### src/rtl/seq_pkg.sv
// rtl/seq_pkg.sv - state encoding shared by the stage sequencer, its datapath top and the bench
package seq_pkg;

    typedef enum logic [2:0] {
        ST_IDLE      = 3'd0,
        ST_FETCH     = 3'd1,
        ST_DECODE    = 3'd2,
        ST_EXECUTE   = 3'd3,
        ST_MEMORY    = 3'd4,
        ST_WRITEBACK = 3'd5,
        ST_HALT      = 3'd6,
        ST_ERROR     = 3'd7
    } state_t;

    function automatic logic is_busy(input state_t s);
        return (s == ST_FETCH) || (s == ST_DECODE) || (s == ST_EXECUTE) ||
               (s == ST_MEMORY) || (s == ST_WRITEBACK);
    endfunction

endpackage

### src/rtl/stage_sequencer_wait_timer.sv
// rtl/stage_sequencer_wait_timer.sv - loadable saturating up-counter with clear and timeout flag
module wait_timer #(
    parameter int W     = 5,
    parameter int LIMIT = 16
) (
    input  logic         clk,
    input  logic         reset,
    input  logic         i_clr,
    input  logic         i_inc,
    input  logic         i_load,
    input  logic [W-1:0] i_load_val,
    output logic         o_expire
);

    logic [W-1:0] r_count;

    always_ff @(posedge clk) begin
        if (reset || i_clr) begin
            r_count <= '0;
        end else if (i_load) begin
            r_count <= i_load_val;
        end else if (i_inc && (r_count != '1)) begin
            r_count <= r_count + W'(1);
        end
    end

    // Flags the cycle that would be the LIMIT-th consecutive unacknowledged one.
    assign o_expire = (r_count >= W'(LIMIT - 1));

endmodule

### src/rtl/stage_sequencer.sv
// rtl/stage_sequencer.sv - multi-cycle stage sequencer FSM; SEQ_PERF_CNT_EN adds retired/stall counters
module stage_sequencer
    import seq_pkg::*;
#(
    parameter int CNT_W       = 32,
    parameter int MEM_TIMEOUT = 16,
    parameter int MAX_CYCLES  = 0
) (
    input  logic             clk,
    input  logic             reset,
    input  logic             start,
    input  logic             halt_req,
    input  logic             mem_access,
    input  logic             reg_write,
    input  logic             imem_ack,
    input  logic             dmem_ack,
    output logic             imem_req,
    output logic             dmem_req,
    output logic             fetch_en,
    output logic             decode_en,
    output logic             execute_en,
    output logic             memory_en,
    output logic             writeback_en,
    output logic             pc_en,
    output logic             busy,
    output logic             halted,
    output logic             error,
    output logic [CNT_W-1:0] cycle_count,
    output logic [CNT_W-1:0] retired_count,
    output logic [CNT_W-1:0] stall_count
);

    localparam int WAIT_W = $clog2(MEM_TIMEOUT + 1);

    state_t           r_state;
    state_t           w_next;
    logic             r_busy, r_imem_req, r_dmem_req, r_decode_en, r_execute_en;
    logic             r_pc_en, r_halted, r_error;
    logic [CNT_W-1:0] r_cycle;
    logic             w_waiting, w_expire, w_limit;

    assign w_waiting = ((r_state == ST_FETCH) && !imem_ack) ||
                       ((r_state == ST_MEMORY) && !dmem_ack);

    // Limit is checked against the count before this WRITEBACK cycle is added.
    assign w_limit = (MAX_CYCLES != 0) && (r_cycle >= CNT_W'(MAX_CYCLES - 1));

    wait_timer #(.W(WAIT_W), .LIMIT(MEM_TIMEOUT)) u_wait_timer (
        .clk        (clk),
        .reset      (reset),
        .i_clr      (!w_waiting),
        .i_inc      (w_waiting),
        .i_load     (1'b0),
        .i_load_val ('0),
        .o_expire   (w_expire)
    );

    always_comb begin
        w_next = r_state;
        case (r_state)
            ST_IDLE:      if (start) w_next = ST_FETCH;
            ST_FETCH:     if (imem_ack) w_next = ST_DECODE;
                          else if (w_expire) w_next = ST_ERROR;
            ST_DECODE:    w_next = ST_EXECUTE;
            ST_EXECUTE:   w_next = mem_access ? ST_MEMORY : ST_WRITEBACK;
            ST_MEMORY:    if (dmem_ack) w_next = ST_WRITEBACK;
                          else if (w_expire) w_next = ST_ERROR;
            ST_WRITEBACK: w_next = (halt_req || w_limit) ? ST_HALT : ST_FETCH;
            default:      w_next = r_state;
        endcase
    end

    always_ff @(posedge clk) begin
        if (reset) begin
            r_state      <= ST_IDLE;
            r_busy       <= 1'b0;
            r_imem_req   <= 1'b0;
            r_dmem_req   <= 1'b0;
            r_decode_en  <= 1'b0;
            r_execute_en <= 1'b0;
            r_pc_en      <= 1'b0;
            r_halted     <= 1'b0;
            r_error      <= 1'b0;
            r_cycle      <= '0;
        end else begin
            r_state      <= w_next;
            r_busy       <= is_busy(w_next);
            r_imem_req   <= (w_next == ST_FETCH);
            r_dmem_req   <= (w_next == ST_MEMORY);
            r_decode_en  <= (w_next == ST_DECODE);
            r_execute_en <= (w_next == ST_EXECUTE);
            r_pc_en      <= (w_next == ST_WRITEBACK);
            r_halted     <= (w_next == ST_HALT);
            r_error      <= (w_next == ST_ERROR);
            if (r_busy && (r_cycle != '1)) r_cycle <= r_cycle + CNT_W'(1);
        end
    end

    assign imem_req     = r_imem_req;
    assign dmem_req     = r_dmem_req;
    assign decode_en    = r_decode_en;
    assign execute_en   = r_execute_en;
    assign pc_en        = r_pc_en;
    assign busy         = r_busy;
    assign halted       = r_halted;
    assign error        = r_error;
    assign cycle_count  = r_cycle;

    // Ack-qualified enables fire in the acknowledging cycle to keep 4/5-cycle latency.
    assign fetch_en     = !reset && (r_state == ST_FETCH) && imem_ack;
    assign memory_en    = !reset && (r_state == ST_MEMORY) && dmem_ack;
    assign writeback_en = !reset && (r_state == ST_WRITEBACK) && reg_write;

`ifdef SEQ_PERF_CNT_EN
    logic [CNT_W-1:0] r_retired, r_stall;

    always_ff @(posedge clk) begin
        if (reset) begin
            r_retired <= '0;
            r_stall   <= '0;
        end else begin
            if ((r_state == ST_WRITEBACK) && (r_retired != '1)) r_retired <= r_retired + CNT_W'(1);
            if (w_waiting && (r_stall != '1)) r_stall <= r_stall + CNT_W'(1);
        end
    end

    assign retired_count = r_retired;
    assign stall_count   = r_stall;
`else
    assign retired_count = '0;
    assign stall_count   = '0;
`endif

endmodule

### config.mk
export PLATFORM = sky130hd
export DESIGN_NAME = stage_sequencer
export DESIGN_NICKNAME = d
export VERILOG_FILES = /design/src/rtl/seq_pkg.sv /design/src/rtl/stage_sequencer_wait_timer.sv /design/src/rtl/stage_sequencer.sv
export SDC_FILE = /design/constraint.sdc
export NUM_CORES = 1
export LEC_CHECK = 0
export CORE_ASPECT_RATIO = 0.5
export CORE_MARGIN = 4
export CORE_UTILIZATION = 44
export CTS_CLUSTER_SIZE = 24
export DETAILED_ROUTE_END_ITERATION = 8
export PLACE_DENSITY = 0.81
export SETUP_SLACK_MARGIN = 0.15
export SLEW_MARGIN = 20
export SYNTH_ARGS = -nofsm -noshare
export SYNTH_HDL_FRONTEND = slang
export SYNTH_SLANG_ARGS = --single-unit
### constraint.sdc
create_clock -name clk -period 2.85 [get_ports clk]
set_clock_uncertainty 0.2 [all_clocks]
set_input_delay 0.4275 -clock clk [delete_from_list [all_inputs] [get_ports clk]]
set_output_delay 0.4275 -clock clk [all_outputs]
set_load 0.1 [all_outputs]
# ---- Word level (Yosys, flattened, before mapping)
# Index checks and enable logic that the tools add are counted.
dict set report totals {
  ff_bits 48
  inputBits 8
  output_inout_bits 107
}
dict set report classes {
  eq_ne 14
  addsub 2
  n_lt_le_gt_ge 1
  mux 7
  reduce_logical 21
}
# op count
set op_table {}
lappend op_table {{adder 32 x 1 -> 32 bit, second input constant} 1}
lappend op_table {{!= test 32 bit, second input constant} 1}
lappend op_table {{equality test 3 bit, second input constant} 6}
lappend op_table {{one-hot mux 3 bit (6 select lines)} 1}
lappend op_table {{two-way mux 3 bit} 5}
lappend op_table {{equality test 3 x 2 -> 1 bit, second input constant} 4}
lappend op_table {{logical AND 1 bit} 10}
lappend op_table {{equality test 3 x 1 -> 1 bit, second input constant} 2}
lappend op_table {{logical OR 1 bit} 6}
lappend op_table {{adder 5 x 1 -> 5 bit, second input constant} 1}
lappend op_table {{>= comparator 5 x 4 -> 1 bit, second input constant} 1}
lappend op_table {{!= test 5 bit, second input constant} 1}
lappend op_table {{logical NOT 1 bit} 4}
lappend op_table {{logical NOT 3 bit} 1}
lappend op_table {{two-way mux 1 bit} 1}

# ---- Depth between registers and ports, before layout
dict set report depth {
  ltp_word 9
  depth_mapped 8
  mapped_depth_nobuf 8
}

# ---- Cells and area by module
# From an unflattened synthesis, not the netlist that was laid out.
dict set report unflattened {
  cells_unflattened 355
  area_unflattened_um2 2961.6
}
# module instances area_per_inst_um2 cells_per_inst
set by_module_without_submodules {}
lappend by_module_without_submodules {stage_sequencer 1 2641.3 319}
lappend by_module_without_submodules {wait_timer 1 320.3 36}

# ---- Worst setup path before layout
# OpenSTA, ideal clock, no wires.
dict set report synth_path {
  path_type {register -> register}
  start {register r_cycle[3], in the netlist cycle_count[3]}
  end {register r_cycle[12], in the netlist cycle_count[12]}
  path_stages_with_launch 8
  t_required_ps 2527
  period_less_slack_ps 3120
  setup_slack_ps -270
  arrival_time_ps 2796
  cell_sequence {dfxtp_1 -> nand3_2 -> or4_1 -> buf_2 -> nor4_4 -> buf_6 -> nor4_1 -> mux2_1}
}
dict set report synth_between {
  elab_chain_len 2
  word_cells_on_any_way 3
  cone_classes {add/sub (1); eq/ne (1); reduce/logical (1)}
}
# item line
set synth_lines {}
lappend synth_lines {{start, declared} stage_sequencer.sv:39} ;# logic [CNT_W-1:0] r_cycle;
lappend synth_lines {{start signal, assigned} stage_sequencer.sv:95} ;# if (r_busy && (r_cycle != '1)) r_cycle <= r_cycle + CNT_W'(1);
lappend synth_lines {{parallel branches: the longest is 2 deep, another holds adder 32 x 1 -> 32 bit} --}
# Several ways; the timed one is not identified.
# A chain may end at the register's enable or synchronous reset.

# ---- Worst setup path in the final report
dict set report layout_path {
  start {register r_cycle[16], in the netlist cycle_count[16]}
  end {register r_cycle[10], in the netlist cycle_count[10]}
}
dict set report layout_between {
  elab_chain_len 2
}
# item line
set layout_lines {}
lappend layout_lines {{!= test 32 bit} stage_sequencer.sv:95}
lappend layout_lines {{logical AND 1 bit} stage_sequencer.sv:95}
# Every way passes these cells.

==> flow_summary.ini <==
[finish]
final_util = 0.546
final_cells = 488
layout-drive-gt1-share = 0.240
diodes = 0
stdcell_area_um2 = 3420
nNetsFinal = 411
synthToLayoutAreaGrowth_pct = 17.1

[place]
io_buffers = 50
post-place-ws_ns = 0.379
dp.final_hpwl_mm = 4.40
gp_congestion = 0.814
dpl.cell_count = 480
post_dp_cell_area_um2 = 3240

[logic_synthesis]
syn_area_per_cell_um2 = 8.34
synth_area_um2 = 2920
ys.flop_type = dfxtp_1
synth_cells = 350
ys_warn_count = 0
ys_seq_elements = 48
synth_edf_count = 0
synth_cell_type_count = 47
seq_area_frac_synth = 0.329
postSynth.asyncResetShare = 0

[setup_path]
cpPeakStageDelay_ns = 0.69
worstSetupPathType = reg2reg
cp_data_arrival_time_ns = 2.48
crit_path_end_kind = flop
cp.required_ns = 2.83
critPathTopFamily = simple AND/OR/NAND/NOR gates
cpMaxStageDelayCell = or4_1
crit_chain = nand4_1, or4_1, nor4_4, buf_4, nor4_1, mux2_1
crit_buf_inv = 1
crit_fanout = 24
start_kind = flop

[timing]
min_period_ns = 2.50
finalMaxSlewViolations = 0
grt_setup_unrepaired = no
max_freq_mhz = 400
fin_crit_sh = 0.878
tightest_slew_ns = 0.624
setup_ws_ns = 0.347
setup_viol = 0
slew_headroom = 0.580
tns_ns = 0
final_hold_viol_count = 0

[clock_network]
cts-htree-levels = 2
cts.sinks = 48
numCtsBuffers = 5
ctsHoldBuffers = 0
cts_max_path_buffers = 2
ctsResizeCount = 0
cts_tree = yes
clk_latency_ns = 0.29
cts.clk_slew.worst_paths_ns = 0.07
cts_root_buf = clkbuf_16
post_cts_buffers = 0

[detailed_routing]
wire_per_inst_um = 12.5
vias_per_cell = 5.04
drtIter0Drc = 117
ant_nets = 0
drc_errors = 0
vias = 2459
wl_mm = 6.08
firstDrtPassIters = 4

[grt]
grt_pass1_wl_mm = 9.69
grt_pass1_vias = 2138
grt_max_degree = 47
grt_use_total = 0.148
overflow = 0
grt_antenna_before_repair = 0

[power]
p_leak_nw = 1.39
ir_worst_vdd_uv = 307
power_density_nw_per_um2 = 553

[die]
dieArea_um2 = 8080
die_width_um = 123
chipHeight_um = 65.6
core-area_um2 = 6260
rows = 20
initial_utilization = 0.467
ios = 115

[job]
drv_cap = 0

[status]
status = completed

[hold_path]
hp-class = reg2reg
tightest hold or removal path, stage by stage, from the launching register on:
cell     delay (ns)
dfxtp_2        0.34
o21ai_0        0.07
a21oi_1        0.06
registers in the layout, indices dropped and copies added (netlist names):
register / cells
decode_en: 1
imem_req: 1
pc_en: 1
r_state: 3
dmem_req: 1
halted: 1
busy: 1
cycle_count: 32
u_wait_timer.r_count: 5
execute_en: 1
error: 1
layout make-up:
class                      count  area, um2
inverter                       7       26.3
tap                           88        110
timing repair buffer          55        468
multi-input combinational    282       1630
clock buffer                   8        178
fill                         598       2840
sequential                    48       1010
routing by layer:
metal  global-route usage  up-vias  part of all wire
li1                     -     1240                 -
met1                0.183     1117              0.45
met2                0.249       95              0.46
met3               0.0387        7             0.078
met4               0.0552        0             0.014
met5                    0        -                 0
stage by stage:
step                      power, mW  hold WS (ns)
after global placement         1.23         0.278
final                          1.89         0.297
after detailed placement       1.23         0.284
after floorplan                1.25         0.297
after CTS                      1.91         0.295
after global routing           1.95         0.315
Yosys cell counts (3+ instances only):
| cell type | number | area share |
|---|---|---|
| nor2b_1 | 9 | 0.019 |
| or2_2 | 3 | 0.0064 |
| or4_1 | 12 | 0.031 |
| o21ai_1 | 6 | 0.010 |
| nor2_1 | 32 | 0.041 |
| buf_4 | 64 | 0.16 |
| nor3b_1 | 3 | 0.0077 |
| nor3_1 | 3 | 0.0051 |
| mux2_2 | 3 | 0.012 |
| clkbuf_1 | 9 | 0.012 |
| nand3_1 | 10 | 0.017 |
| dfxtp_1 | 48 | 0.33 |
| mux2i_1 | 3 | 0.010 |
| xnor2_1 | 4 | 0.012 |
| o21ai_0 | 7 | 0.012 |
| a21oi_1 | 21 | 0.036 |
| and3_1 | 4 | 0.0086 |
| and4_1 | 5 | 0.015 |
| o31ai_1 | 9 | 0.023 |
| nand4_1 | 15 | 0.032 |
| nor4_1 | 9 | 0.019 |
| nand2_1 | 14 | 0.018 |
| ha_1 | 4 | 0.017 |
| xor2_1 | 4 | 0.012 |
| or3_1 | 13 | 0.028 |
| inv_1 | 7 | 0.0090 |
cells by family (layout without fill, tap and decap cells):
| group | after synthesis | in the layout | share of synthesized area |
|---|---|---|---|
| xor gates and xnor gates | 8 | 8 | 0.0240 |
| AOI/OAI and AO/OA | 56 | 56 | 0.119 |
| muxes | 8 | 8 | 0.0296 |
| DFF | 48 | 48 | 0.329 |
| and+or+nand+nor | 142 | 142 | 0.285 |
| adders and majority gates | 4 | 4 | 0.0171 |
| buffers and inverters | 83 | 70 | 0.195 |
| other | 1 | 64 | 0.00128 |
worst paths after layout:
kind,depth (start not counted),from,endpoint,slack (ns)
worst min-delay path,2,cycle_count[30]$_SDFFE_PP0P_,cycle_count[30]$_SDFFE_PP0P_,0.30
worst max-delay path,6,cycle_count[16]$_SDFFE_PP0P_,cycle_count[10]$_SDFFE_PP0P_,0.35
worst max register to register,6,cycle_count[16]$_SDFFE_PP0P_,cycle_count[10]$_SDFFE_PP0P_,0.35
worst min register to register,2,cycle_count[30]$_SDFFE_PP0P_,cycle_count[30]$_SDFFE_PP0P_,0.30
layout by cell type, fill, tap and decap left out, types with 5 or more instances in the layout:
master           instances
o31ai_1                  9
o21ai_0                  7
dfxtp_4                  5
o21ai_1                  6
and4_1                   5
nor2_1                  32
buf_4                   45
nand2_1                 14
nand4_1                 15
dfxtp_2                 24
dfxtp_1                 19
clkdlybuf4s50_1          7
or3_1                   13
clkbuf_16                6
or4_1                   12
nand3_1                 10
conb_1                  64
inv_1                    7
nor4_1                   9
nor2b_1                  9
a21oi_1                 21
power breakdown:
| part | total [mW] | switching (mW) | leakage [nW] | internal (mW) |
|---|---|---|---|---|
| Combinational | 0.517 | 0.471 | 0.902 | 0.0462 |
| Clock | 0.677 | 0.250 | 0.0883 | 0.427 |
| Sequential | 0.697 | 0.0182 | 0.404 | 0.678 |
(Power assumes the default switching activity.)
